--- src/rtl/debounce_channel.sv ---
// One debounced button channel: two-flop synchronizer, stability counter,
// registered level plus single-cycle press/release pulses.
module debounce_channel #(
    parameter int DEBOUNCE_CYCLES = 8,
    parameter int COUNT_WIDTH     = 4
) (
    input  logic clock,
    input  logic reset_n,
    input  logic button_raw,
    output logic button_level,
    output logic button_pressed,
    output logic button_released
);

    localparam logic [COUNT_WIDTH-1:0] LAST_COUNT = COUNT_WIDTH'(DEBOUNCE_CYCLES - 1);

    logic                   sync1;
    logic                   sync2;
    logic [COUNT_WIDTH-1:0] count;

    // The count saturates at LAST_COUNT: reaching it commits the new level,
    // so the counter can never wrap. Any agreeing sample restarts the run.
    always_ff @(posedge clock or negedge reset_n) begin
        if (!reset_n) begin
            sync1           <= 1'b0;
            sync2           <= 1'b0;
            count           <= '0;
            button_level    <= 1'b0;
            button_pressed  <= 1'b0;
            button_released <= 1'b0;
        end else begin
            sync1           <= button_raw;
            sync2           <= sync1;
            button_pressed  <= 1'b0;
            button_released <= 1'b0;
            if (sync2 != button_level) begin
                if (count == LAST_COUNT) begin
                    button_level    <= sync2;
                    count           <= '0;
                    button_pressed  <= sync2;
                    button_released <= ~sync2;
                end else begin
                    count <= count + 1'b1;
                end
            end else begin
                count <= '0;
            end
        end
    end

endmodule

--- src/rtl/button_debouncer.sv ---
// Multi-channel button debouncer between the board's button pads and the
// core's reset/halt inputs; each channel is debounced independently.
module button_debouncer #(
    parameter int CLOCK_FREQUENCY  = 50000000,
    parameter int DEBOUNCE_TIME_US = 10000,
    parameter int CHANNELS         = 2
) (
    input  logic                clock,
    input  logic                reset_n,
    input  logic [CHANNELS-1:0] button_raw,
    output logic [CHANNELS-1:0] button_level,
    output logic [CHANNELS-1:0] button_pressed,
    output logic [CHANNELS-1:0] button_released
);

    // Stable time in clock cycles, never less than one cycle.
    localparam int DEBOUNCE_PRODUCT = (CLOCK_FREQUENCY / 1000000) * DEBOUNCE_TIME_US;
    localparam int DEBOUNCE_CYCLES  = (DEBOUNCE_PRODUCT < 1) ? 1 : DEBOUNCE_PRODUCT;
    localparam int COUNT_WIDTH      = $clog2(DEBOUNCE_CYCLES + 1);

    genvar ch;
    generate
        for (ch = 0; ch < CHANNELS; ch++) begin : g_channel
            debounce_channel #(
                .DEBOUNCE_CYCLES(DEBOUNCE_CYCLES),
                .COUNT_WIDTH    (COUNT_WIDTH)
            ) u_channel (
                .clock          (clock),
                .reset_n        (reset_n),
                .button_raw     (button_raw[ch]),
                .button_level   (button_level[ch]),
                .button_pressed (button_pressed[ch]),
                .button_released(button_released[ch])
            );
        end
    endgenerate

endmodule

--- config.mk ---
export PLATFORM = sky130hd
export DESIGN_NAME = button_debouncer
export DESIGN_NICKNAME = d
export VERILOG_FILES = /design/src/rtl/debounce_channel.sv /design/src/rtl/button_debouncer.sv
export SDC_FILE = /design/constraint.sdc
export NUM_CORES = 1
export LEC_CHECK = 0
export ABC_AREA = 1
export CAP_MARGIN = 20
export CORE_MARGIN = 2
export CORE_UTILIZATION = 29
export CTS_CLUSTER_SIZE = 14
export DETAILED_ROUTE_END_ITERATION = 8
export PLACE_DENSITY_LB_ADDON = 0.12
export SKIP_CTS_REPAIR_TIMING = 1
export SLEW_MARGIN = 0
export SYNTH_ARGS = -nofsm -noshare
export SYNTH_HDL_FRONTEND = slang
export SYNTH_SLANG_ARGS = --single-unit
export TNS_END_PERCENT = 1
--- constraint.sdc ---
create_clock -name clock -period 3 [get_ports clock]
set_input_delay 0.45 -clock clock [delete_from_list [all_inputs] [get_ports clock]]
set_output_delay 0.45 -clock clock [all_outputs]
set_load 0.01 [all_outputs]
==> results.py, run 1 <==
metrics = {
    "cts": {
        "cts_root_buffer": "clkbuf_8",
        "cts.sinks": 48,
        "cts_max_level": 2,
        "clk_latency_ns": 0.30,
        "cts_buffers": 5,
        "clockBufferDepth": 2,
        "cts_tree": "built",
        "clk_pin_slew_ns": 0.10,
    },
    "sta": {
        "rsz0062_at_grt": "no",
        "setup_viol": 0,
        "holdWs_ns": 0.02745,
        "fin_crit_ns": 1.705,
        "post-route-period-util_pct": 56.84,
        "finalMaxSlewViolations": 0,
        "final_hold_viol_count": 0,
        "fmax_mhz": 586.5,
        "clock_skew_ns": 0.009913,
        "worstMarginPinSlew_ns": 0.5021,
        "fin_tns_setup_ns": 0,
        "relSlewSlack_pct": 66.49,
    },
    "setup_path": {
        "cp_top_family": "buffers and inverters",
        "crit_fanout": 4,
        "criticalPathCategory": "reg2out",
        "cp.buffers_inverters": 1,
        "cp.required_ns": 2.55,
        "crit_slowest_cell": "clkdlybuf4s50_1",
        "max_stage_delay_ns": 0.56,
        "crit_path_start_kind": "register",
        "critPathArrivalTime_ns": 1.26,
        "crit_path_cell_trace": "clkdlybuf4s50_1",
        "cp-end-kind": "output pin",
    },
    "synth": {
        "syn_inst": 339,
        "yosysUniqueCellTypes": 23,
        "synth_top_family_by_area": "simple AND/OR/NAND/NOR gates",
        "synth_simple_gate_area_share_pct": 35.71,
        "async_flop_share_pct": 100.0,
        "synth_top_flop_cell": "dfrtp_1",
        "synth_xor_area_share_pct": 6.105,
        "synth_edf_count": 0,
        "synth-seq-area-share_pct": 46.51,
        "syn_nets": 345,
        "synthTopCellsByCount": "nor2_1, nand2_1, dfrtp_1, inv_1, nand3_1",
        "syn_avg_cell_area_um2": 7.618,
        "synth_area_leaders": "dfrtp_1, nor2_1, nand2_1, inv_1, nand3_1",
        "synth_seq_cells": 48,
        "synthMuxAreaShare_pct": 0,
        "yosys_warnings": 0,
        "synth_adder_area_share_pct": 0.9690,
        "synth-compound-area-share_pct": 3.004,
        "synth_top_area_share_pct": 46.51,
        "synth.most_common_cell": "nor2_1",
        "synth_area_um2": 2582,
        "yosys.area.top_type": "dfrtp_1",
    },
    "global_routing": {
        "antenna_found_initial": 0,
        "grt_pass1_vias": 2096,
        "grt_max_degree": 36,
        "grt_first_pass_wirelength_mm": 9.556,
        "track_usage_pct": 12.18,
        "overflow": 0,
    },
    "drt": {
        "drtPass1Iterations": 4,
        "ant_nets": 0,
        "drc_errors": 0,
        "detail_route.wl_per_cell_um": 11.84,
        "drt_iter0_drc": 43,
        "vias": 2015,
        "wirelength_mm": 5.434,
        "via_per_inst": 4.390,
    },
    "finish": {
        "stdcell_area_um2": 2903,
        "drive_above_1_share_pct": 10.54,
        "n_antenna_cell": 0,
        "area_growth_pct": 12.40,
        "layout.nets": 356,
    },
    "place": {
        "placed_area_um2": 2765,
        "place.gp.congestion": 0.8603,
        "dp_hpwl_mm": 4.042,
        "port_buffers": 9,
    },
    "worst_hold_path": {
        "worst_hold_path_type": "in2async",
    },
    "run_status": {
        "outcome": "finished, final reports clean",
    },
    "power_and_ir_drop": {
        "combPwrFrac_pct": 3.4,
        "intPower_mw": 1.003,
        "power.density_nw_per_um2": 441.5,
        "clockPowerShare_pct": 45.1,
        "ir_drop_mv": 0.2494,
        "seqPwrFrac_pct": 51.6,
        "p_sw_uw": 278.3,
        "switching_share_pct": 21.71,
        "power.leakage_nw": 1.219,
    },
    "die": {
        "start_util_pct": 29.76,
        "die_area_um2": 9676,
        "die_y_um": 98.37,
        "coreArea_um2": 8678,
        "rows": 34,
        "ioPinCount": 10,
        "dieWidth_um": 98.37,
    },
    "run": {
        "maxCapViolCount": 0,
    },
}
cells by family (layout without fill, tap and decap cells):
group,count (synthesis),count (layout)
flops,48,48
fa+ha+maj,2,2
xor+xnor,18,18
simple gates,210,210
compound gates,14,14
buf+inv,47,59
placed cells by master, fill, tap and decap left out:
master and n:
o21ai_1 2, nand2_2 8, buf_4 1, nor3_1 6, nor3b_1 3, nor2_4 1, a21oi_2 1, nand2_1 59
nor2_1 91, a21oi_1 7, nor2_2 14, o21ai_2 1, clkdlybuf4s50_1 8, bufinv_16 2, xor2_1 11, inv_1 41
buf_2 1, nor4_1 1, inv_6 1, nand4_1 3, nand3_1 20, and2_1 2, nand3_2 2, dfrtp_1 48
xnor2_1 7, ha_1 2, clkbuf_8 5, o21ai_0 3
power by group through the flow:
stage / clock network, mW / registers [mW] / logic [mW]
2_1_floorplan: 0 / 0.673 / 0.0210
4_1_cts: 0.604 / 0.661 / 0.0460
5_1_grt: 0.621 / 0.662 / 0.0529
3_3_place_gp: 0 / 0.674 / 0.0460
3_5_place_dp: 0 / 0.674 / 0.0460
6_report: 0.577 / 0.661 / 0.0432
per-stage QoR:
| stage | total power [mW] | instances | setup slack [ns] | utilization (%) |
|---|---|---|---|---|
| floorplan | 0.6941 | 339 | 1.721 | - |
| global placement | 0.7200 | 451 | 1.459 | 31.86 |
| global route | 1.336 | 459 | 1.230 | 33.45 |
| finish | 1.282 | 459 | 1.295 | 33.45 |
| CTS | 1.311 | 459 | 1.275 | 33.45 |
| detailed placement | 0.7199 | 451 | 1.451 | 31.86 |
final cells by class:
type,instances,area (µm²)
repair buffers,10,92.59
multi-input cells,244,1182
flip-flops and latches,48,1201
clock buffers,5,68.82
clock inverters,3,68.82
fillers,945,5776
well taps,108,135.1
inverters,41,153.9
final timing paths:
check                                                         start                               end  slack [ns]  cells after the start
min in group clock                     g_channel[1].u_channel.sync1      g_channel[1].u_channel.sync2        0.36                      0
worst max register to register      g_channel[1].u_channel.count[0]  g_channel[1].u_channel.count[17]        1.47                      8
max in group asynchronous                                   reset_n  g_channel[1].u_channel.count[12]        2.18                      2
worst min-delay path                                        reset_n  g_channel[0].u_channel.count[18]        0.03                      1
worst min register to register         g_channel[1].u_channel.sync1      g_channel[1].u_channel.sync2        0.36                      0
worst max-delay path            g_channel[1].u_channel.button_level                   button_level[1]        1.29                      1
state kept, by name (all words and copies together) (netlist names):
register and cells:
g_channel.u_channel.sync1 2, g_channel.u_channel.sync2 2, g_channel.u_channel.button_pressed 2, g_channel.u_channel.button_level 2, g_channel.u_channel.button_released 2, g_channel.u_channel.count 38
layer usage:
layer  wire length [µm]  GRT usage [%]  part of all wire [%]
met3                114          2.147                   2.1
met1               2520          14.81                    46
met2               2759          22.03                    51
met5                  0              0                     0
met4                 40          3.477                  0.74
Power figures use the tool's default switching activity.
==> inputs of run 2 (changes only) <==
clock period = 1.7 ns   (was 3 ns; I/O delays follow)
==> results.py, run 2 (same netlist as run 1, synthesis figures left out) <==
metrics = {
    "finish": {
        "regMostFlops": "g_channel.u_channel.count",
        "final_core_util_pct": 33.91,
        "n_antenna_cell": 0,
        "largest_register_ffs": 38,
        "area_growth_pct": 13.95,
        "layout_common_cells": "nor2_1, nand2_1, dfrtp_1",
        "layout_commonest_cell": "nor2_1",
        "layout.nets": 359,
        "drive_above_1_share_pct": 11.30,
    },
    "drt": {
        "drtPass1Iterations": 4,
        "vias": 2038,
        "via_per_inst": 4.411,
        "drt_iter0_drc": 39,
        "wirelength_mm": 5.442,
        "detail_route.wl_per_cell_um": 11.78,
        "ant_nets": 0,
        "drc_errors": 0,
    },
    "power_and_ir_drop": {
        "intPower_mw": 1.778,
        "power.density_nw_per_um2": 770.3,
        "seqPwrFrac_pct": 51.5,
        "switching_share_pct": 21.54,
        "power.leakage_nw": 1.237,
        "clockPowerShare_pct": 44.7,
        "p_sw_uw": 488.3,
        "ir_drop_mv": 0.4736,
        "combPwrFrac_pct": 3.8,
    },
    "sta": {
        "rsz0062_at_grt": "no",
        "finalMaxSlewViolations": 0,
        "post-route-period-util_pct": 89.05,
        "final_hold_viol_count": 0,
        "fin_tns_setup_ns": 0,
        "fin_crit_ns": 1.514,
        "setup_viol": 0,
        "relSlewSlack_pct": 77.50,
        "fmax_mhz": 660.6,
        "worstMarginPinSlew_ns": 0.3349,
        "clock_skew_ns": 0.01222,
    },
    "cts": {
        "clk_pin_slew_ns": 0.09,
        "cts.sinks": 48,
        "cts_tree": "built",
        "clockBufferDepth": 2,
        "clk_latency_ns": 0.30,
        "cts_max_level": 2,
        "cts_buffers": 5,
        "cts_root_buffer": "clkbuf_8",
    },
    "worst_hold_path": {
        "worst_hold_path_type": "reg2reg",
    },
    "global_routing": {
        "grt_max_degree": 49,
        "grt_pass1_vias": 1987,
        "grt_first_pass_wirelength_mm": 9.135,
        "overflow": 0,
        "antenna_found_initial": 0,
        "track_usage_pct": 11.59,
    },
    "setup_path": {
        "rrSetupSlack_ns": 0.24,
        "cp_top_family": "buffers and inverters",
        "criticalPathCategory": "reg2out",
        "critPathArrivalTime_ns": 1.26,
        "crit_fanout": 4,
        "cp.required_ns": 1.44,
        "crit_path_start_kind": "register",
        "max_stage_delay_ns": 0.55,
        "crit_path_cell_trace": "clkdlybuf4s50_1",
        "cp.buffers_inverters": 1,
        "crit_slowest_cell": "clkdlybuf4s50_1",
        "cp-end-kind": "output pin",
    },
    "die": {
        "dieWidth_um": 98.37,
        "die_y_um": 98.37,
        "die_area_um2": 9676,
        "coreArea_um2": 8678,
        "rows": 34,
        "start_util_pct": 29.76,
        "ioPinCount": 10,
    },
    "place": {
        "dp_hpwl_mm": 3.979,
        "port_buffers": 9,
        "place.gp.congestion": 0.7549,
    },
    "run_status": {
        "outcome": "finished, final reports clean",
    },
    "run": {
        "maxCapViolCount": 0,
    },
}
-- run 2: changes by cell type in the layout (fill, tap and decap cells not counted), sizes merged --
cell	delta
dlygate4sd3	+1
buf	+2
-- run 2: worst reg2reg max path, delay by kind of cell (launching register included) --
kind	cells	cell delay (ns)
fa+ha+maj	1	0.18
compound gates	2	0.21
buf+inv	1	0.06
simple gates	4	0.52
flops	1	0.38
-- run 2: worst paths after layout --
check                                                         to                           startpoint  cells after the start
worst max-delay path                             button_level[1]  g_channel[1].u_channel.button_level                      1
worst min-delay path                g_channel[1].u_channel.sync2         g_channel[1].u_channel.sync1                      0
worst max register to register  g_channel[1].u_channel.count[17]      g_channel[1].u_channel.count[0]                      8
worst min register to register      g_channel[1].u_channel.sync2         g_channel[1].u_channel.sync1                      0
max in group asynchronous       g_channel[1].u_channel.count[11]                              reset_n                      3
min in group asynchronous       g_channel[0].u_channel.count[12]                              reset_n                      3
-- run 2: metrics by stage --
stage	worst slack [ns]	instance area [µm²]	power (mW)	std cells	hold slack, ns
6_report	0.1861	2943	2.267	462	0.3621
5_1_grt	0.01086	2943	2.362	462	0.3691
4_1_cts	0.1645	2930	2.304	461	-0.07607
3_5_place_dp	0.2320	2793	1.278	453	0.2664
3_3_place_gp	0.2433	2793	1.279	453	0.2678
2_1_floorplan	0.4208	2582	1.225	339	-0.04059
-- run 2: layout make-up --
type                       count  area [µm²]
tap                          108       135.1
timing repair buffer          13       130.1
clock buffer                   5       68.82
clock inverter                 3       68.82
inverter                      41       153.9
multi-input combinational    244        1185
sequential                    48        1201
fill                         932        5736
-- run 2: power by group through the flow --
stage | Sequential (mW) | Clock (mW) | Combinational, mW
floorplan | 1.19 | 0 | 0.0371
global placement | 1.19 | 0 | 0.0892
detailed placement | 1.19 | 0 | 0.0884
CTS | 1.17 | 1.05 | 0.0885
global route | 1.17 | 1.09 | 0.101
finish | 1.17 | 1.01 | 0.0863
-- run 2: metal layers --
layer / up-vias / share of wire (%) / global-route usage [%]
li1: 1057 / - / -
met1: 958 / 46 / 14.43
met2: 17 / 50 / 20.20
met3: 6 / 1.7 / 2.362
met4: 0 / 1.4 / 3.583
met5: - / 0 / 0
==> inputs of run 3 (changes only) <==
CORE_MARGIN = not set   (was 2)
CORE_UTILIZATION = 50   (was 29)
GPL_TIMING_DRIVEN = 0   (was not set)
==> results.py, run 3 (same netlist as run 1, synthesis figures left out) <==
metrics = {
    "die": {
        "coreArea_um2": 4848,
        "start_util_pct": 53.26,
        "die_area_um2": 5456,
        "rows": 25,
        "ioPinCount": 10,
        "die_y_um": 73.87,
        "dieWidth_um": 73.87,
    },
    "drt": {
        "drt_iter0_drc": 129,
        "via_per_inst": 4.772,
        "vias": 2028,
        "detail_route.wl_per_cell_um": 11.32,
        "drc_errors": 0,
        "ant_nets": 0,
        "wirelength_mm": 4.811,
        "drtPass1Iterations": 4,
    },
    "finish": {
        "drive_above_1_share_pct": 11.73,
        "regMostFlops": "g_channel.u_channel.count",
        "stdcell_area_um2": 2887,
        "layout_commonest_cell": "nor2_1",
        "layout.nets": 363,
        "layout_common_cells": "nor2_1, nand2_1, dfrtp_1",
        "area_growth_pct": 11.77,
        "largest_register_ffs": 38,
        "n_antenna_cell": 0,
    },
    "place": {
        "dp_hpwl_mm": 3.591,
        "place.gp.congestion": 0.8325,
        "placed_area_um2": 2771,
        "port_buffers": 9,
    },
    "setup_path": {
        "crit_slowest_cell": "clkdlybuf4s50_1",
        "crit_path_cell_trace": "buf_4 > clkdlybuf4s50_1",
        "criticalPathCategory": "reg2out",
        "cp-end-kind": "output pin",
        "crit_fanout": 4,
        "critPathArrivalTime_ns": 1.35,
        "cp.required_ns": 1.44,
        "max_stage_delay_ns": 0.52,
        "crit_path_start_kind": "register",
    },
    "sta": {
        "clock_skew_ns": 0.004571,
        "rsz0062_at_grt": "no",
        "final_hold_viol_count": 0,
        "finalMaxSlewViolations": 0,
        "post-route-period-util_pct": 94.41,
        "fin_crit_ns": 1.605,
        "relSlewSlack_pct": 70.10,
        "fmax_mhz": 623.1,
        "worstMarginPinSlew_ns": 0.4480,
        "setup_viol": 0,
    },
    "global_routing": {
        "antenna_found_initial": 0,
        "track_usage_pct": 20.14,
        "grt_pass1_vias": 1850,
        "grt_max_degree": 35,
        "grt_first_pass_wirelength_mm": 8.328,
        "overflow": 0,
    },
    "run": {
        "maxCapViolCount": 0,
    },
    "power_and_ir_drop": {
        "power.leakage_nw": 1.240,
        "power.density_nw_per_um2": 675.5,
        "finalPower_mw": 1.950,
        "ir_drop_mv": 0.3803,
    },
    "cts": {
        "clockBufferDepth": 2,
        "cts_root_buffer": "clkbuf_8",
        "clk_latency_ns": 0.30,
        "cts.sinks": 48,
        "clk_pin_slew_ns": 0.08,
        "cts_max_level": 2,
        "cts_buffers": 5,
        "cts_tree": "built",
    },
    "run_status": {
        "outcome": "finished, final reports clean",
    },
    "worst_hold_path": {
        "worst_hold_path_type": "reg2reg",
    },
}
run 3: path summary, 6_finish.rpt:
kind | start | end | slack (ns) | cells after the start
max | g_channel[0].u_channel.button_level | button_level[0] | 0.1 | 2
min | g_channel[0].u_channel.sync1 | g_channel[0].u_channel.sync2 | 0.36 | 0
max reg2reg | g_channel[1].u_channel.count[0] | g_channel[1].u_channel.count[17] | 0.21 | 8
min reg2reg | g_channel[0].u_channel.sync1 | g_channel[0].u_channel.sync2 | 0.36 | 0
max in group asynchronous | reset_n | g_channel[0].u_channel.count[2] | 0.82 | 3
min in group asynchronous | reset_n | g_channel[1].u_channel.button_released | 0.39 | 2
run 3: per-stage QoR:
step / hold slack [ns] / setup TNS, ns / setup slack, ns / cells / util, %
after floorplan: -0.04059 / 0 / 0.4208 / 339 / -
after global placement: 0.3331 / -45.70 / -0.9552 / 415 / 56.85
after detailed placement: 0.1856 / 0 / 0.1150 / 416 / 57.16
after CTS: -0.1441 / 0 / 0.08539 / 424 / 59.02
after global routing: 0.3637 / 0 / 0.02462 / 425 / 59.54
final: 0.3575 / 0 / 0.09511 / 425 / 59.54
run 3: layout make-up:
class                           instances  area (µm²)
Tap cell                               67       83.83
Sequential cell                        48        1201
Fill cell                             452        1962
Timing Repair Buffer                   11       115.1
Buffer                                  6       45.04
Inverter                               41       153.9
Multi-Input combinational cell        244        1197
Clock buffer                            8       90.09
run 3: power by group:
| group | internal (mW) | total [mW] | switching (mW) | leakage (nW) |
|---|---|---|---|---|
| registers | 1.16 | 1.17 | 0.0101 | 0.656 |
| logic | 0.0263 | 0.0820 | 0.0557 | 0.538 |
| clock network | 0.332 | 0.701 | 0.369 | 0.0455 |
run 3: per-layer routing:
| layer | wire, µm | part of all wire (%) | GRT usage (%) | vias up |
|---|---|---|---|---|
| li1 | - | - | - | 1064 |
| met2 | 1983 | 41 | 29.05 | 19 |
| met3 | 100 | 2.1 | 4.527 | 6 |
| met1 | 2672 | 56 | 30.11 | 939 |
| met5 | 0 | 0 | 0 | - |
| met4 | 54 | 1.1 | 5.769 | 0 |
run 3: worst max-delay path: cells and delay by family, from the launching register on:
kind | cells | cell delay, ns
buf+inv | 2 | 0.65
flops | 1 | 0.41
==> variant 1: new RTL, flow settings as in run 3 <==
Register the input `button_raw` before use. The logic sees it one clock later.
--- a/src/rtl/button_debouncer.sv
+++ b/src/rtl/button_debouncer.sv
@@ -18,6 +18,12 @@
     localparam int DEBOUNCE_CYCLES  = (DEBOUNCE_PRODUCT < 1) ? 1 : DEBOUNCE_PRODUCT;
     localparam int COUNT_WIDTH      = $clog2(DEBOUNCE_CYCLES + 1);
 
+    logic [CHANNELS-1:0] button_raw_q;
+
+    always_ff @(posedge clock) begin
+        button_raw_q <= button_raw;
+    end
+
     genvar ch;
     generate
         for (ch = 0; ch < CHANNELS; ch++) begin : g_channel
@@ -27,7 +33,7 @@
             ) u_channel (
                 .clock          (clock),
                 .reset_n        (reset_n),
-                .button_raw     (button_raw[ch]),
+                .button_raw     (button_raw_q[ch]),
                 .button_level   (button_level[ch]),
                 .button_pressed (button_pressed[ch]),
                 .button_released(button_released[ch])
Check against the original RTL: no difference found for any inputs over 10 cycles, from zero or initial values and one cycle with reset_n low; that may be too few to reach the edited logic, so the function may still have changed.
==> variant 1 against run 3 <==
  * Fmax grew 0.86%
  * Die area rose by 1.5%
  * Clock skew rose by 4.2 ps
  * Sequential cell count increased by 2
  * Design area is 2.9% higher
  * Area after synthesis increased by 1.6%
  * Worst setup slack improved by 14 ps
  * Hold slack got worse by 24 ps
  * Wire length is 1.3% higher
  * Sequential share of layout area up 0.19 points
  * Total power up 19%
  * Critical endpoint is now button_level[1]
==> variant 1: results (changes against run 3) <==
stage,metric,value,unit,change
status,status,finished clean,,
power,p_leak,1.28,nW,+3.3%
synthesis,synth_nets,347,,+0.58%
setup_path,critPathTopFamily,buffers and inverters,,
synthesis,synthTopCellsByArea,"dfrtp_1 (46%), nor2_1 (13%), nand2_1 (8.4%)",,
place,place.gp.congestion,0.844,,+1.4%
drt,vias,2061,,+1.6%
synthesis,seq_area_frac_synth,47.3,%,+0.82 points
power,vdd_ir_drop_max,442,uV,+16%
synthesis,ys_async_sr_fraction,96.0,%,-4.0 points
clock_network,clock_sinks,50,,+4.2%
place,post-dp-hpwl,3.68,mm,+2.4%
layout,nClkBuffers,6,,-2
layout,multiInputGateArea,0.00119,mm2,-0.84%
synthesis,synth_xor_area_share,6.01,%,-0.093 points
layout,fin_cells,427,,+0.47%
timing,slew_headroom,69.1,%,-0.96 points
power,pwr-share-comb,3.6,%,-0.6 points
layout,buf_share,5.39,%,-0.15 points
drt,drt_iter0_drc,118,,-8.5%
synthesis,synth_cells,341,,+0.59%
power,pg_comb,0.0824,mW,+0.5%
grt,gr-usage-all-layers,20.2,%,+0.079 points
layout,finalNetCount,365,,+0.55%
grt,grt_pass1_wl,8.43,mm,+1.2%
layout,seq-cell-share,41.8,%,+0.19 points
clock_network,cts-root-buf,clkbuf_8,,
place,post_dp_cell_area,0.00281,mm2,+1.4%
drt,routedWlPerCell,11.4,um,+0.81%
power,p_sw,0.452,mW,+3.9%
power,seq_power,1.22,mW,+4%
place,dp.cells,418,,+0.48%
grt,grt_pass1_vias,1849,,-0.054%
synthesis,synth_cell_types,24,,+4.3%
synthesis,synthAdderAreaFrac,0.954,%,-0.015 points
synthesis,synth_compound_area_share,2.96,%,-0.046 points
layout,drive_gt1_share,11.9,%,+0.21 points
synthesis,ys.flop_type,dfrtp_1,,
layout,syn_to_final_growth,13.2,%,
clock_network,numCtsBuffers,5,,unchanged
clock_network,cts_max_level,2,,unchanged
place,pre_cts_ws,119,ps,+4.44 ps
## variant 1: changes by cell type after synthesis, sizes merged
cell / before / now
dfxtp: 0 / 2
## variant 1: worst paths after layout
kind,from,to,slack [ps]
setup / recovery,g_channel[1].u_channel.button_level,button_level[1],110
hold / removal,button_raw_q[1],g_channel[1].u_channel.sync1,330
setup reg to reg,g_channel[1].u_channel.count[0],g_channel[1].u_channel.count[0],150
hold reg to reg,button_raw_q[1],g_channel[1].u_channel.sync1,330
max in group asynchronous,reset_n,g_channel[0].u_channel.count[1],810
min in group asynchronous,reset_n,g_channel[1].u_channel.button_pressed,390
## variant 1: cells by family after synthesis
logic type | Yosys count
adders and majority gates | 2
and+or+nand+nor | 210
DFF | 50
buffers and inverters | 47
AOI/OAI and AO/OA | 14
xor gates and xnor gates | 18
## variant 1: routing by layer
metal,wire length [um],GRT usage [%]
met5,0,0
met3,158,4.34
met2,2150,29.8
met4,34,5.66
met1,2530,30.0
==> variant 2: new RTL, config.mk and constraints of run 3 <==
Without the edit above. The parameter `CHANNELS` goes from 2 to 1.
--- a/src/rtl/button_debouncer.sv
+++ b/src/rtl/button_debouncer.sv
@@ -3,7 +3,7 @@
 module button_debouncer #(
     parameter int CLOCK_FREQUENCY  = 50000000,
     parameter int DEBOUNCE_TIME_US = 10000,
-    parameter int CHANNELS         = 2
+    parameter int CHANNELS         = 1
 ) (
     input  logic                clock,
     input  logic                reset_n,
Ports: changed (resized button_level, button_pressed, button_raw and button_released); port bits go from 10 to 6. No check against the original RTL was run, so the function may have changed too.
==> variant 2 against run 3 <==
  * Critical endpoint is now button_level
  * Critical path depth is 1 lower
  * Global-route usage increased by 0.88 points
  * Total power decreased by 53%
  * Combinational power shrank 46%
  * Clock power is 58% lower
  * Wire length shrank 51%
  * Largest power group unchanged
  * Sequential power shrank 50%
  * Design area decreased by 52%
  * Worst setup slack improved by 43 ps
  * Sequential cell count fell by 24
  * Area after synthesis down 52%
==> variant 2: results (changes against run 3) <==
stage,metric,value,unit,change
status,status,finished clean,,
power,p_leak,0.600,nW,-52%
power,vdd_ir_drop_max,501,uV,+32%
grt,gr-usage-all-layers,21.0,%,+0.88 points
grt,grt_pass1_vias,1016,,-45%
layout,drive_gt1_share,14.0,%,+2.3 points
grt,grt_pass1_wl,4.17,mm,-50%
place,place.gp.congestion,0.826,,-0.78%
grt,grtUsageMet1,26.3,%,-3.8 points
synthesis,synth_xor_area_share,6.31,%,+0.20 points
synthesis,seq_area_frac_synth,48.0,%,+1.5 points
layout,finalNetCount,169,,-53%
synthesis,synth_cell_types,22,,-4.3%
drt,drt-total-wl,2.36,mm,-51%
drt,met1_length,1.15,mm,-57%
clock_network,cts.clk_slew.worst_paths,130,ps,+50 ps
synthesis,synth_common_cells,"nor2_1 (34), nand2_1 (25), dfrtp_1 (24)",,
synthesis,synth_nets,158,,-54%
drt,drt_iter0_drc,21,,-84%
layout,fin_cells,192,,-55%
layout,largest_reg_flops,19,,-50%
grt,use_met2,35.7,%,+6.6 points
drt,wl_met2,1.11,mm,-44%
setup_path,reg2reg_to,g_channel[0].u_channel.count[18],,
synthesis,yosysTopAreaCellShare,48.0,%,+1.5 points
clock_network,numCtsBuffers,3,,-2
setup_path,cp-endpoint,button_level,,
power,power_frac_seq,63.2,%,+3.4 points
synthesis,synthAdderAreaFrac,1.00,%,+0.032 points
synthesis,synth_compound_area_share,3.50,%,+0.50 points
timing,clock_skew,1.70,ps,-2.87 ps
place,post-dp-hpwl,1.71,mm,-52%
clock_network,cts_max_level,1,,-1
==> variant 2: cell count changes after synthesis, sizes merged, moves of 4 or more <==
| cell | before | now |
|---|---|---|
| nor2 | 106 | 43 |
| nand2 | 67 | 28 |
| dfrtp | 48 | 24 |
| inv | 41 | 20 |
| nand3 | 22 | 13 |
| buf | 6 | 0 |
| xor2 | 11 | 6 |
| a21oi | 8 | 4 |
| xnor2 | 7 | 3 |
==> variant 2: layout make-up <==
| type | instances | share of cell area (%) |
|---|---|---|
| clock buffers | 4 | 2.62 |
| inverters | 20 | 5.42 |
| multi-input cells | 110 | 41.4 |
| flip-flops and latches | 24 | 43.3 |
| well taps | 28 | 2.53 |
| repair buffers | 6 | 4.69 |
==> variant 2: per-stage QoR <==
step | instance area, um2 | hold WS [ps] | setup slack (ps)
2_1_floorplan | 1250 | -40.6 | 420
3_3_place_gp | 1340 | 346 | 141
3_5_place_dp | 1340 | 347 | 117
4_1_cts | 1370 | 362 | 131
5_1_grt | 1390 | 255 | 30.0
6_report | 1390 | 239 | 138
